**config.mk**
```make
export PLATFORM = sky130hd
export DESIGN_NAME = fetch_unit
export DESIGN_NICKNAME = d
export VERILOG_FILES = /design/src/rtl/fetch_unit.sv
export SDC_FILE = /design/constraint.sdc
export NUM_CORES = 1
export LEC_CHECK = 0
export CAP_MARGIN = 5
export CORE_ASPECT_RATIO = 0.9
export CORE_UTILIZATION = 50
export CTS_CLUSTER_SIZE = 28
export DETAILED_ROUTE_END_ITERATION = 7
export GPL_TIMING_DRIVEN = 0
export MAX_ROUTING_LAYER = met4
export PLACE_DENSITY = 0.83
export SLEW_MARGIN = 10
export SYNTH_ARGS = -nofsm -noshare
export SYNTH_HDL_FRONTEND = slang
export SYNTH_SLANG_ARGS = --single-unit
```
**constraint.sdc**
```tcl
create_clock -name CLK -period 5.1 [get_ports CLK]
set_clock_uncertainty 0.15 [all_clocks]
set_input_delay 1.53 -clock CLK [delete_from_list [all_inputs] [get_ports CLK]]
set_output_delay 1.53 -clock CLK [all_outputs]
set_load 0.02 [all_outputs]
```
**src/rtl/fetch_unit.sv**
```systemverilog
// -----------------------------------------------------------------------------
// fetch_unit
//
// Instruction-fetch engine. Owns the program counter, issues one read at a
// time to the memory bank (variable-latency ack handshake), holds the fetched
// word together with its address and offers it to the controller over a
// valid/ready handshake. A PC-relative redirect (taken branch) is applied at
// the moment the controller consumes the held instruction.
//
// Optional feature macro: FETCH_HALT_EN
//   When defined, a fetched word whose top nibble equals HALT_OP is not
//   delivered; the unit freezes in a HALT state (halted=1) until reset.
//   When undefined, no opcode is decoded and halted is tied low.
//
// Ports:
//   CLK              in   system clock, rising edge
//   reset            in   synchronous, active-high
//   enable           in   permits new fetches
//   mem_addr         out  fetch address (registered)
//   mem_read         out  read request, held until mem_ack
//   mem_data         in   read data, valid with mem_ack
//   mem_ack          in   memory completion strobe
//   inst             out  held instruction
//   inst_pc          out  address of the held instruction
//   inst_valid       out  inst/inst_pc valid
//   inst_ready       in   controller consumes the instruction
//   redirect         in   branch taken, sampled only on consume
//   redirect_offset  in   signed redirect offset
//   pc               out  address of the next fetch
//   halted           out  halt state flag
// -----------------------------------------------------------------------------
module fetch_unit #(
    parameter int              ADDR_W     = 8,
    parameter int              INST_W     = 16,
    parameter int              OFF_W      = 8,
    parameter logic [ADDR_W-1:0] RESET_ADDR = '0,
    parameter logic [3:0]      HALT_OP    = 4'hF
) (
    input  logic              CLK,
    input  logic              reset,
    input  logic              enable,
    output logic [ADDR_W-1:0] mem_addr,
    output logic              mem_read,
    input  logic [INST_W-1:0] mem_data,
    input  logic              mem_ack,
    output logic [INST_W-1:0] inst,
    output logic [ADDR_W-1:0] inst_pc,
    output logic              inst_valid,
    input  logic              inst_ready,
    input  logic              redirect,
    input  logic [OFF_W-1:0]  redirect_offset,
    output logic [ADDR_W-1:0] pc,
    output logic              halted
);

`ifdef FETCH_HALT_EN
    typedef enum logic [1:0] {IDLE, FETCH, HOLD, HALT} state_t;
`else
    typedef enum logic [1:0] {IDLE, FETCH, HOLD} state_t;
`endif

    state_t            state_reg, state_next;
    logic [ADDR_W-1:0] pc_reg, pc_next;
    logic [ADDR_W-1:0] mem_addr_reg, mem_addr_next;
    logic              mem_read_reg, mem_read_next;
    logic [INST_W-1:0] inst_reg, inst_next;
    logic [ADDR_W-1:0] inst_pc_reg, inst_pc_next;
    logic              inst_valid_reg, inst_valid_next;

    // Sign-extended offset; the size cast of a signed operand replicates the
    // sign bit, and also works when OFF_W == ADDR_W.
    logic [ADDR_W-1:0] offset_ext;
    logic [ADDR_W-1:0] consume_pc;

    assign offset_ext = ADDR_W'(signed'(redirect_offset));
    // pc already holds inst_pc+1 in HOLD, so the non-redirect case keeps it.
    assign consume_pc = redirect ? (inst_pc_reg + ADDR_W'(1) + offset_ext) : pc_reg;

`ifdef FETCH_HALT_EN
    logic halted_reg, halted_next;
    logic is_halt_word;
    assign is_halt_word = (mem_data[INST_W-1:INST_W-4] == HALT_OP);
`endif

    always_ff @(posedge CLK) begin
        if (reset) begin
            state_reg      <= IDLE;
            pc_reg         <= RESET_ADDR;
            mem_addr_reg   <= '0;
            mem_read_reg   <= 1'b0;
            inst_reg       <= '0;
            inst_pc_reg    <= '0;
            inst_valid_reg <= 1'b0;
`ifdef FETCH_HALT_EN
            halted_reg     <= 1'b0;
`endif
        end else begin
            state_reg      <= state_next;
            pc_reg         <= pc_next;
            mem_addr_reg   <= mem_addr_next;
            mem_read_reg   <= mem_read_next;
            inst_reg       <= inst_next;
            inst_pc_reg    <= inst_pc_next;
            inst_valid_reg <= inst_valid_next;
`ifdef FETCH_HALT_EN
            halted_reg     <= halted_next;
`endif
        end
    end

    always_comb begin
        state_next      = state_reg;
        pc_next         = pc_reg;
        mem_addr_next   = mem_addr_reg;
        mem_read_next   = mem_read_reg;
        inst_next       = inst_reg;
        inst_pc_next    = inst_pc_reg;
        inst_valid_next = inst_valid_reg;
`ifdef FETCH_HALT_EN
        halted_next     = halted_reg;
`endif

        case (state_reg)
            IDLE: begin
                if (enable) begin
                    state_next    = FETCH;
                    mem_addr_next = pc_reg;
                    mem_read_next = 1'b1;
                end
            end

            // Request is held until ack; enable and redirect do not matter here.
            FETCH: begin
                if (mem_ack) begin
                    mem_read_next = 1'b0;
                    inst_next     = mem_data;
                    inst_pc_next  = mem_addr_reg;
`ifdef FETCH_HALT_EN
                    if (is_halt_word) begin
                        // Word and address kept for debug, never delivered.
                        halted_next = 1'b1;
                        state_next  = HALT;
                    end else begin
                        inst_valid_next = 1'b1;
                        pc_next         = pc_reg + ADDR_W'(1);
                        state_next      = HOLD;
                    end
`else
                    inst_valid_next = 1'b1;
                    pc_next         = pc_reg + ADDR_W'(1);
                    state_next      = HOLD;
`endif
                end
            end

            HOLD: begin
                if (inst_ready) begin
                    inst_valid_next = 1'b0;
                    pc_next         = consume_pc;
                    if (enable) begin
                        // Back-to-back: the new pc goes straight onto the bus.
                        state_next    = FETCH;
                        mem_addr_next = consume_pc;
                        mem_read_next = 1'b1;
                    end else begin
                        state_next = IDLE;
                    end
                end
            end

`ifdef FETCH_HALT_EN
            HALT: begin
                // Frozen until reset.
            end
`endif

            default: begin
                state_next = IDLE;
            end
        endcase
    end

    assign mem_addr   = mem_addr_reg;
    assign mem_read   = mem_read_reg;
    assign inst       = inst_reg;
    assign inst_pc    = inst_pc_reg;
    assign inst_valid = inst_valid_reg;
    assign pc         = pc_reg;
`ifdef FETCH_HALT_EN
    assign halted     = halted_reg;
`else
    assign halted     = 1'b0;
`endif

endmodule

```
==> results.md <==
* Post-CTS Setup Bufs at 0
* Sequential share of the synthesized area at 0.381
* Root buf cell: clkbuf_8
* CTS resizes at 0
* CP peak stage delay at 0.45 ns
* I/O Buffers at 70
* Synth async-reset ratio at 0
* Ys Warns at 0
* DRC at 0
* Synthesized instance count at 298
* Reg2reg setup slack at 2.67 ns
* Synth area leader: dfxtp_1
* RSZ-0062 raised after global routing: false
* Slowest-stage cell, CP: clkdlybuf4s50_1
* Max clock buf depth at 2
* Clock transition at path regs at 0.08 ns
* Fraction of layout cells with a size suffix above 1 at 0.0559
* Critical path fanouts, max at 2
* Pre-CTS setup slack at 1.16 ns
* Area of the multi-input gates at 1290 sq um
* FMAX at 270 MHz
* Largest net degree at the start of global routing at 14
* Worst-margin pin slew at 0.525 ns
* Final Hold Fails at 0
* Placed cell count at 430
* Synth Flop Type: dfxtp_1
* Latest clock arrival within the worst-skew pair at 0.31 ns
* Post-cts hold buffer count at 0
* DP Wirelength at 4600 microns
* Die height at 66.5 microns
* H-tree levels at 2
* Syn nets at 337
* CTS tree: built
* Die area at 4900 sq um
* Crit path kind: in2reg
* FF-to-FF path depth at 8
* Worst Setup Start Kind: input port
* Iteration count of the initial detailed-routing pass at 6
* Post-route ant nets at 0
* Maximum Capacitance Violations at 0
* Static Leak at 0.00116 uW
* Fin worst setup slack at 1.40 ns
* Number of global-route vias before repair at 2055
* # clock sinks at 44
* Nets@finish at 414
* Vias per inst at 5.45
* Antenna fix cells at 0
* First-pass GRT wire length at 9930 microns
* # IOs at 73
* Worst Hold Class: reg2reg
* Max-slew headroom at 0.650
* Final TNS setup at 0 ns
* Final design utilization at 0.721
* Wire per inst at 14.6 microns
* Initial antenna violation count at 0
* Worst Path Required at 5.15 ns
* Placer Congestion at 0.895
* P per Cell Area at 257 nW/um^2
* Post-Layout Cell Count at 438
* CP cell instances: clkdlybuf4s50_1 > inv_1 > ha_1 > fa_1 > nor2b_1 > o21ai_0 > a211oi_1 > nor2_1 > a2111oi_1
* GRT Total Usage at 0.281
* Synth-to-layout area growth at 38.4%
* Synth Register Bits at 44
* Total Wirelength at 6400 microns
* Outcome: complete, no violations
* Initial Util at 0.521
* Grt ovf at 0
* Fillers at 390
* Worst Setup SP: redirect_offset[0]
* Cell variety after synth at 50
* Reg area at 881 sq um
* CP arrival at 3.75 ns
* Post-synth EDFFs at 0
* Die width at 73.6 microns
* Final setup fails at 0
* Post-route clock period utilization at 0.726
* Cts bufs inserted at 5
* Via count at 2388
* Critical Path End: pc[4]$_SDFFE_PP0P_
* Slew Viols, Final at 0
* Capture point of the worst reg-to-reg path: pc[4]$_SDFFE_PP0P_
* Worst r2r src: inst_pc[0]$_SDFFE_PP0P_
* Synthesized area per cell at 7.75 sq um
* DRT iter0 DRCs at 127
* FP Rows at 23
* Max reg flops at 16
* Yosys top cell area share at 0.381
* Worst vdd ir at 0.170 mV
* Total Power at 823 uW
* Tmin final at 3.70 ns
* Worst setup EP type: flop
* Main area contributors after synthesis: dfxtp_1, nand2_1, a21oi_1, ha_1, nor2_1
* Syn Std Cell Area at 2310 sq um
* Total core area at 4430 sq um
-- through the flow --
stage | area [sq um] | hold slack [ns]
after floorplan | 2310 | 0.385
after global placement | 3090 | 0.291
after detailed placement | 3090 | 0.295
after CTS | 3200 | 0.307
after global routing | 3200 | 0.329
final | 3200 | 0.309
-- area by class of cell --
class                   instances  area share
plain buffers                  19      0.0313
repair buffers                 70       0.219
clock inverters                 2      0.0110
clock buffers                   6      0.0227
inverters                       9      0.0106
multi-input cells             226       0.405
flip-flops and latches         44       0.276
well taps                      62      0.0243
-- cells in the final DEF, fill, tap and decap left out, types with 3 or more instances in the layout --
master	synthesis	final
clkdlybuf4s50_1	0	70
nand2_1	65	65
dfxtp_1	44	44
a21oi_1	37	37
nor2_1	26	26
clkbuf_1	10	11
inv_1	8	8
ha_1	8	8
o21ai_0	7	7
a311oi_1	7	7
o211ai_1	6	6
nor3_1	6	6
buf_2	5	5
nand2b_1	5	5
o21ai_1	5	5
o21a_1	5	5
clkbuf_8	0	5
nand3_1	4	4
a211oi_1	3	3
xnor2_1	3	3
a31oi_1	3	3
-- critical path: cells and delay by family --
| kind | cells | cell delay, ns |
|---|---|---|
| compound gates | 3 | 0.79 |
| fa+ha+maj | 2 | 0.62 |
| simple gates | 2 | 0.32 |
| buf+inv | 2 | 0.49 |
-- layer usage --
layer  global-route usage  vias to the layer above  wire length, microns  share of wire
met4                0.103                        0                   150          0.023
met5                    -                        -                     0              0
met1                0.361                     1103                  2950           0.46
met3               0.0741                       14                   329          0.051
met2                0.427                       76                  2970           0.46
li1                     -                     1195                     -              -
-- power breakdown --
| group | internal, uW | switching (uW) | leakage (uW) |
|---|---|---|---|
| Combinational | 82.8 | 93.5 | 0.000743 |
| Sequential | 361 | 14.4 | 0.000358 |
| Clock | 145 | 126 | 0.0000552 |
| Total | 589 | 234 | 0.00116 |
-- worst min path at each step --
stage          slack (ns)             startpoint  cells after the start               endpoint
2_1_floorplan        0.38   inst[0]$_SDFFE_PP0P_                      2   inst[0]$_SDFFE_PP0P_
3_3_place_gp         0.29   inst[1]$_SDFFE_PP0P_                      2   inst[1]$_SDFFE_PP0P_
3_5_place_dp         0.30  inst[13]$_SDFFE_PP0P_                      2  inst[13]$_SDFFE_PP0P_
4_1_cts              0.31  inst[13]$_SDFFE_PP0P_                      2  inst[13]$_SDFFE_PP0P_
5_1_grt              0.33   inst[7]$_SDFFE_PP0P_                      2   inst[7]$_SDFFE_PP0P_
6_report             0.31   inst[9]$_SDFFE_PP0P_                      2   inst[9]$_SDFFE_PP0P_
-- kinds of logic after synthesis --
kind of cell	after synthesis	synth area share
AO/OA/AOI/OAI	87	0.239
XOR/XNOR	3	0.0114
adder cells (fa/ha/maj)	9	0.0520
buffers and inverters	28	0.0580
flip-flops	44	0.381
multiplexers	2	0.00867
other	1	0.00162
AND/OR/NAND/NOR	124	0.248
-- cell usage after synthesis (2+ instances only) --
| cell type | count |
|---|---|
| and4_1 | 2 |
| o21ai_1 | 5 |
| buf_6 | 2 |
| nand2_1 | 65 |
| xnor2_1 | 3 |
| nor2b_1 | 2 |
| nand3b_1 | 2 |
| buf_2 | 5 |
| nand3_1 | 4 |
| a31oi_1 | 3 |
| nor2_1 | 26 |
| o21ai_0 | 7 |
| o211ai_1 | 6 |
| nor3_1 | 6 |
| and3b_1 | 2 |
| dfxtp_1 | 44 |
| a311oi_1 | 7 |
| or4_1 | 2 |
| o2111ai_1 | 2 |
| or3_1 | 2 |
| a21oi_1 | 37 |
| ha_1 | 8 |
| clkbuf_1 | 10 |
| nand2b_1 | 5 |
| buf_4 | 2 |
| o21a_1 | 5 |
| a211oi_1 | 3 |
| inv_1 | 8 |
| mux2i_1 | 2 |
No activity file was read; power rests on OpenSTA's default activity.
